File: src/rtl/spi_pkg_reader_if.sv
// SPI link between the host-side package reader (master) and the DAQ slave.
interface spi_pkg_reader_if;
  logic cs_n;
  logic sck;
  logic miso;

  modport master (
    output cs_n,
    output sck,
    input  miso
  );

  modport slave (
    input  cs_n,
    input  sck,
    output miso
  );
endinterface

File: src/rtl/spi_pkg_reader.sv
// SPI mode-0 master that drains one PACKAGE_SIZE-byte image package from the
// DAQ slave on every rising edge of its package-ready line, presenting each
// byte on a parallel bus with a one-cycle strobe.
module spi_pkg_reader #(
  parameter int PACKAGE_SIZE = 1000,
  parameter int SCK_DIV      = 2,
  parameter int CS_SETUP     = 2,
  parameter int CS_GAP       = 4
) (
  input  logic                              sys_clk,
  input  logic                              sys_rst_n,
  input  logic                              en,
  input  logic                              pkg_rdy,
  spi_pkg_reader_if.master                  spi,
  output logic [7:0]                        byte_out,
  output logic                              byte_valid,
  output logic                              pkg_done,
  output logic                              busy,
  output logic                              overrun,
  output logic [$clog2(PACKAGE_SIZE+1)-1:0] byte_cnt
);

  localparam int                CNT_W     = $clog2(PACKAGE_SIZE + 1);
  localparam logic [CNT_W-1:0]  LAST_CNT  = CNT_W'(PACKAGE_SIZE);
  localparam logic [15:0]       SETUP_END = 16'(CS_SETUP - 1);
  localparam logic [15:0]       DIV_END   = 16'(SCK_DIV - 1);
  localparam logic [15:0]       GAP_END   = 16'(CS_GAP - 1);

  typedef enum logic [2:0] {
    ST_IDLE,
    ST_SETUP,
    ST_XFER,
    ST_HOLD,
    ST_GAP
  } state_t;

  state_t           r_state;
  logic [2:0]       r_sync;
  logic [15:0]      r_cnt;
  logic [2:0]       r_bit;
  logic [7:0]       r_shift;
  logic             r_cs_n;
  logic             r_sck;
  logic [7:0]       r_byte_out;
  logic             r_byte_valid;
  logic             r_pkg_done;
  logic             r_busy;
  logic             r_overrun;
  logic [CNT_W-1:0] r_byte_cnt;
  logic             r_pending;

  logic             w_trig;
  logic             w_pend;
  logic             w_gap_end;
  logic [7:0]       w_shift_in;

  // r_sync[1] is the synchronized level, r_sync[2] its one-cycle-old copy.
  assign w_trig     = en & r_sync[1] & ~r_sync[2];
  assign w_pend     = r_pending & en;
  assign w_gap_end  = (r_state == ST_GAP) && (r_cnt == GAP_END);
  assign w_shift_in = {r_shift[6:0], spi.miso};

  // Two-flop synchronizer for the asynchronous package-ready line plus edge-detect tap.
  always_ff @(posedge sys_clk or negedge sys_rst_n) begin
    if (!sys_rst_n) begin
      r_sync <= '0;
    end else begin
      r_sync <= {r_sync[1:0], pkg_rdy};
    end
  end

  // Package sequencer: chip-select framing, sck generation, byte assembly, trigger queueing.
  always_ff @(posedge sys_clk or negedge sys_rst_n) begin
    if (!sys_rst_n) begin
      r_state      <= ST_IDLE;
      r_cnt        <= '0;
      r_bit        <= '0;
      r_shift      <= '0;
      r_cs_n       <= 1'b1;
      r_sck        <= 1'b0;
      r_byte_out   <= '0;
      r_byte_valid <= 1'b0;
      r_pkg_done   <= 1'b0;
      r_busy       <= 1'b0;
      r_overrun    <= 1'b0;
      r_byte_cnt   <= '0;
      r_pending    <= 1'b0;
    end else begin
      r_byte_valid <= 1'b0;
      r_pkg_done   <= 1'b0;
      r_overrun    <= 1'b0;

      // A trigger during a package queues one deep; a second one is dropped.
      // The last GAP cycle is excluded because there the trigger starts the
      // next package directly.
      if (w_trig && (r_state != ST_IDLE) && !w_gap_end) begin
        if (r_pending) begin
          r_overrun <= 1'b1;
        end else begin
          r_pending <= 1'b1;
        end
      end
      if (!en) begin
        r_pending <= 1'b0;
      end

      case (r_state)
        ST_IDLE: begin
          if (w_trig || w_pend) begin
            r_state    <= ST_SETUP;
            r_cs_n     <= 1'b0;
            r_busy     <= 1'b1;
            r_cnt      <= '0;
            r_byte_cnt <= '0;
            r_pending  <= 1'b0;
          end
        end
        ST_SETUP: begin
          if (r_cnt == SETUP_END) begin
            r_state <= ST_XFER;
            r_cnt   <= '0;
            r_bit   <= '0;
          end else begin
            r_cnt <= r_cnt + 16'd1;
          end
        end
        ST_XFER: begin
          if (r_cnt == DIV_END) begin
            r_cnt <= '0;
            if (!r_sck) begin
              // Rising sck: capture miso, which the slave set up after the last fall.
              r_sck   <= 1'b1;
              r_shift <= w_shift_in;
              r_bit   <= r_bit + 3'd1;
              if (r_bit == 3'd7) begin
                r_byte_out   <= w_shift_in;
                r_byte_valid <= 1'b1;
                r_byte_cnt   <= r_byte_cnt + 1'b1;
              end
            end else begin
              // Falling sck: after the last byte, stop here so no extra rise occurs.
              r_sck <= 1'b0;
              if (r_byte_cnt == LAST_CNT) begin
                r_state <= ST_HOLD;
              end
            end
          end else begin
            r_cnt <= r_cnt + 16'd1;
          end
        end
        ST_HOLD: begin
          if (r_cnt == DIV_END) begin
            r_cnt      <= '0;
            r_cs_n     <= 1'b1;
            r_pkg_done <= 1'b1;
            r_state    <= ST_GAP;
          end else begin
            r_cnt <= r_cnt + 16'd1;
          end
        end
        ST_GAP: begin
          if (w_gap_end) begin
            r_cnt <= '0;
            if (w_pend || w_trig) begin
              // Go straight back to SETUP so cs_n stays high exactly CS_GAP cycles.
              r_state    <= ST_SETUP;
              r_cs_n     <= 1'b0;
              r_byte_cnt <= '0;
              r_pending  <= w_pend & w_trig;
            end else begin
              r_state <= ST_IDLE;
              r_busy  <= 1'b0;
            end
          end else begin
            r_cnt <= r_cnt + 16'd1;
          end
        end
        default: begin
          r_state <= ST_IDLE;
          r_cs_n  <= 1'b1;
          r_sck   <= 1'b0;
          r_busy  <= 1'b0;
        end
      endcase
    end
  end

  assign spi.cs_n   = r_cs_n;
  assign spi.sck    = r_sck;
  assign byte_out   = r_byte_out;
  assign byte_valid = r_byte_valid;
  assign pkg_done   = r_pkg_done;
  assign busy       = r_busy;
  assign overrun    = r_overrun;
  assign byte_cnt   = r_byte_cnt;

endmodule

File: src/flat_wrapper.sv
// flat-port wrapper written by rule: the top's interface ports become plain ports
module spi_pkg_reader_flat 
#(
  parameter int PACKAGE_SIZE = 1000,
  parameter int SCK_DIV      = 2,
  parameter int CS_SETUP     = 2,
  parameter int CS_GAP       = 4
)
  (sys_clk, sys_rst_n, en, pkg_rdy, byte_out, byte_valid, pkg_done, busy, overrun, byte_cnt, spi_cs_n, spi_sck, spi_miso);
  spi_pkg_reader_if spi_i ();
  input  logic sys_clk;
  input  logic sys_rst_n;
  input  logic en;
  input  logic pkg_rdy;
  output logic [7:0] byte_out;
  output logic byte_valid;
  output logic pkg_done;
  output logic busy;
  output logic overrun;
  output logic [$clog2(PACKAGE_SIZE+1)-1:0] byte_cnt;
  output wire logic [$bits(spi_i.cs_n)-1:0] spi_cs_n;
  output wire logic [$bits(spi_i.sck)-1:0] spi_sck;
  input wire logic [$bits(spi_i.miso)-1:0] spi_miso;
  assign spi_cs_n = spi_i.cs_n;
  assign spi_sck = spi_i.sck;
  assign spi_i.miso = spi_miso;
  spi_pkg_reader #(.PACKAGE_SIZE(PACKAGE_SIZE), .SCK_DIV(SCK_DIV), .CS_SETUP(CS_SETUP), .CS_GAP(CS_GAP)) u_core (.sys_clk(sys_clk), .sys_rst_n(sys_rst_n), .en(en), .pkg_rdy(pkg_rdy), .spi(spi_i), .byte_out(byte_out), .byte_valid(byte_valid), .pkg_done(pkg_done), .busy(busy), .overrun(overrun), .byte_cnt(byte_cnt));
endmodule
File: config.mk
export PLATFORM = sky130hd
export DESIGN_NAME = spi_pkg_reader_flat
export DESIGN_NICKNAME = d
export VERILOG_FILES = /design/src/rtl/spi_pkg_reader_if.sv /design/src/rtl/spi_pkg_reader.sv /design/src/flat_wrapper.sv
export SDC_FILE = /design/constraint.sdc
export NUM_CORES = 1
export LEC_CHECK = 0
export CAP_MARGIN = 20
export CORE_ASPECT_RATIO = 0.6
export CORE_MARGIN = 1
export CORE_UTILIZATION = 57
export DETAILED_ROUTE_END_ITERATION = 12
export PLACE_DENSITY = 0.91
export SKIP_CTS_REPAIR_TIMING = 1
export SLEW_MARGIN = 20
export SYNTH_ARGS = -nofsm -noshare
export SYNTH_HDL_FRONTEND = slang
export SYNTH_SLANG_ARGS = --single-unit
File: constraint.sdc
create_clock -name sys_clk -period 2.3 [get_ports sys_clk]
set_input_delay 0.23 -clock sys_clk [delete_from_list [all_inputs] [get_ports sys_clk]]
set_output_delay 0.23 -clock sys_clk [all_outputs]
set_load 0.01 [all_outputs]
==> results.json <==
{
  "max_freq_ghz": 0.451,
  "min_period_ns": 2.22,
  "grt_max_degree": 35,
  "failed_checks": "hold timing",
  "num-nets-final": 342,
  "leakagePower_uw": 0.00161,
  "yosys.area_share.simple_pct": 21.9,
  "finClkSkew_ns": 0.00984,
  "synthCells": 283,
  "rows": 19,
  "startpoint": "u_core.r_cnt[1]$_DFFE_PN0P_",
  "path_depth": 7,
  "die_w_um": 94.7,
  "ys_warn_count": 0,
  "yosysTopAreaCell": "dfrtp_1",
  "final_cell_mix": "dfrtp_1, nand2_1, clkdlybuf4s50_1, buf_4, o21ai_0",
  "ys_ff_latch": 57,
  "vias": 2556,
  "postSynthAreaPerCell_um2": 10.4,
  "antenna_left": 0,
  "drc_errors": 0,
  "min_path_type": "in -> async",
  "start_util_pct": 61.8,
  "drt_wl_total_um": 7380,
  "r2r_end": "u_core.byte_cnt[7]$_DFFE_PN0P_",
  "core_um2": 4750,
  "dieArea_um2": 5450,
  "synth_compound_area_share_pct": 16.3,
  "synth-xor-area-share_pct": 0.596,
  "required_ns": 2.57,
  "yosysSeqAreaShare_pct": 48.6,
  "powerDensity_nw_per_um2": 552,
  "grt_pass1_wl_um": 11900,
  "finalNonFillerCells": 399,
  "grt_pass1_vias": 2371,
  "cts_buffer_depth": 2,
  "p_comb_share_pct": 2.1,
  "gp_congestion": 0.904,
  "finalSetupTns_ns": 0,
  "sequentialPowerShare_pct": 50.2,
  "seqCellArea_um2": 1430,
  "dr.first_iter.drc_count": 224,
  "pwr-share-clk_pct": 47.6,
  "cts_tree": "done",
  "critPathCaptureType": "register",
  "reg2reg_depth": 7,
  "hold_ws_ns": -0.0408,
  "synth_top_family_by_area": "simple AND/OR/NAND/NOR gates",
  "async_flop_share_pct": 100,
  "cpMaxStageDelayCell": "or4b_1",
  "synthToLayoutAreaGrowth_pct": 23.9,
  "mostFrequentLayoutCell": "dfrtp_1",
  "cp_max_fo": 13,
  "min_period_over_period_pct": 96.5,
  "die_h_um": 57.6,
  "ir_drop_mv": 0.601,
  "synth_ff_type": "dfrtp_1",
  "fin_util_pct": 76.6,
  "syn_area_um2": 2940,
  "syn_nets": 294,
  "p_sw_uw": 456,
  "wl_met1_um": 3270,
  "drt-vias-per-instance": 6.41,
  "start_kind": "register",
  "status": "finished, violations left",
  "cts_buffers": 9,
  "route.met3.wl_um": 680,
  "yosys-top-cells-area": "dfrtp_1, mux2_2, nand2_1",
  "cts-root-buf": "clkbuf_8",
  "hpwl_um": 5090,
  "hold_viol": 32,
  "topRoutingLayerUsed": "met4",
  "p_sw_share_pct": 22.7,
  "synthDistinctLibCells": 54,
  "r2r_slack_ns": 0.08,
  "synth_edf_count": 0,
  "worstPathCellList": "inv_1 > ha_1 > nor4b_4 > nand4_2 > a22o_2 > or4b_1 > a21oi_1",
  "worst_path_largest_cell_delay_ns": 0.57,
  "dpl.cell_count": 380,
  "slew_violations": 0,
  "crit_arrival_ns": 2.49,
  "critPathKind": "reg -> reg",
  "multi_input_area_um2": 1450,
  "drive_above_1_share_pct": 21.4,
  "synth_mux_area_share_pct": 6.77,
  "track_usage_pct": 30.2,
  "wl_per_cell_um": 18.5,
  "ioPinCount": 29,
  "r2r-start": "u_core.r_cnt[1]$_DFFE_PN0P_",
  "cap_violations": 0,
  "cp_num_buf_inv": 1,
  "worst_pin_slew_ns": 0.772,
  "n_antenna_cell": 0,
  "setup_violations": 0,
  "drtPass1Iterations": 5,
  "wl_met2_um": 3280,
  "htree_levels": 3,
  "portBuffers": 28,
  "antenna_found_initial": 0,
  "clkTransAtPathRegs_ns": 0.07,
  "n_fill_cell": 304,
  "grt_overflow": 0,
  "max_slew_margin_pct": 48.5,
  "critPathTopFamily": "simple AND/OR/NAND/NOR gates",
  "synth-adder-area-share_pct": 2.56,
  "p_int_uw": 1550,
  "synth_top_area_share_pct": 47.7,
  "clock_sinks": 57,
  "insertion_delay_ns": 0.35
}
-- metrics by stage --
| stage | power [uW] | setup slack (ns) | area, um^2 |
|---|---|---|---|
| after floorplan | 1040 | 0.220 | 2940 |
| after global placement | 1070 | 0.143 | 3380 |
| after detailed placement | 1070 | -0.0609 | 3380 |
| after CTS | 2020 | -0.0591 | 3590 |
| after global routing | 2090 | -0.00169 | 3640 |
| final | 2010 | 0.0809 | 3640 |
-- cells in the mapped netlist, types with 5 or more instances --
cell type,n
a21oi_1,15
a31oi_1,7
and3_1,5
buf_2,5
dfrtp_1,56
ha_1,6
inv_1,7
mux2_2,15
nand2_1,28
nand2b_1,5
nand3_1,13
nand4_1,5
nor2_1,12
nor3_1,7
nor3b_1,6
o21ai_0,16
-- metal layers --
| metal | global-route usage [%] | vias to the layer above |
|---|---|---|
| met2 | 42.4 | 148 |
| met3 | 11.3 | 19 |
| met4 | 9.74 | 0 |
| met1 | 43.6 | 1227 |
| met5 | 0 | - |
| li1 | - | 1162 |
-- power groups by stage --
| stage | logic (uW) | registers [uW] | clock network, uW |
|---|---|---|---|
| global route | 48.9 | 1010 | 1030 |
| detailed placement | 44.6 | 1030 | 0 |
| finish | 42.9 | 1010 | 957 |
| CTS | 44.4 | 1010 | 970 |
| floorplan | 7.16 | 1030 | 0 |
| global placement | 43.8 | 1030 | 0 |
-- how the worst max path moves through the flow --
stage                                endpoint  slack [ns]
2_1_floorplan  u_core.byte_cnt[3]$_DFFE_PN0P_        0.22
3_3_place_gp   u_core.byte_cnt[6]$_DFFE_PN0P_        0.14
3_5_place_dp   u_core.byte_cnt[7]$_DFFE_PN0P_       -0.06
4_1_cts        u_core.byte_cnt[7]$_DFFE_PN0P_       -0.06
5_1_grt        u_core.byte_cnt[7]$_DFFE_PN0P_      -0.002
6_report       u_core.byte_cnt[7]$_DFFE_PN0P_        0.08
-- cell families (layout without fill, tap and decap cells) --
family,count (synthesis),count (layout)
multiplexers,18,18
XOR/XNOR,2,2
buffers and inverters,19,72
AO/OA/AOI/OAI,72,72
flip-flops,57,57
adder cells (fa/ha/maj),6,6
AND/OR/NAND/NOR,109,109
-- state kept, by name, indices dropped and copies added, names as in the netlist --
name               count
u_core.r_state         3
u_core.byte_out        8
u_core.r_pending       1
u_core.overrun         1
u_core.r_cnt          16
u_core.r_sync          3
u_core.r_bit           3
u_core.pkg_done        1
u_core.byte_valid      1
u_core.r_shift         7
u_core.spi.cs_n        1
u_core.busy            1
u_core.byte_cnt       10
u_core.spi.sck         1
-- layout make-up --
type | count | area share [%]
multi-input combinational | 207 | 39.7
tap | 63 | 2.16
clock buffer | 10 | 3.78
clock inverter | 6 | 1.86
inverter | 7 | 0.722
sequential | 57 | 39.2
timing repair buffer | 49 | 12.6
(Power assumes the default switching activity.)
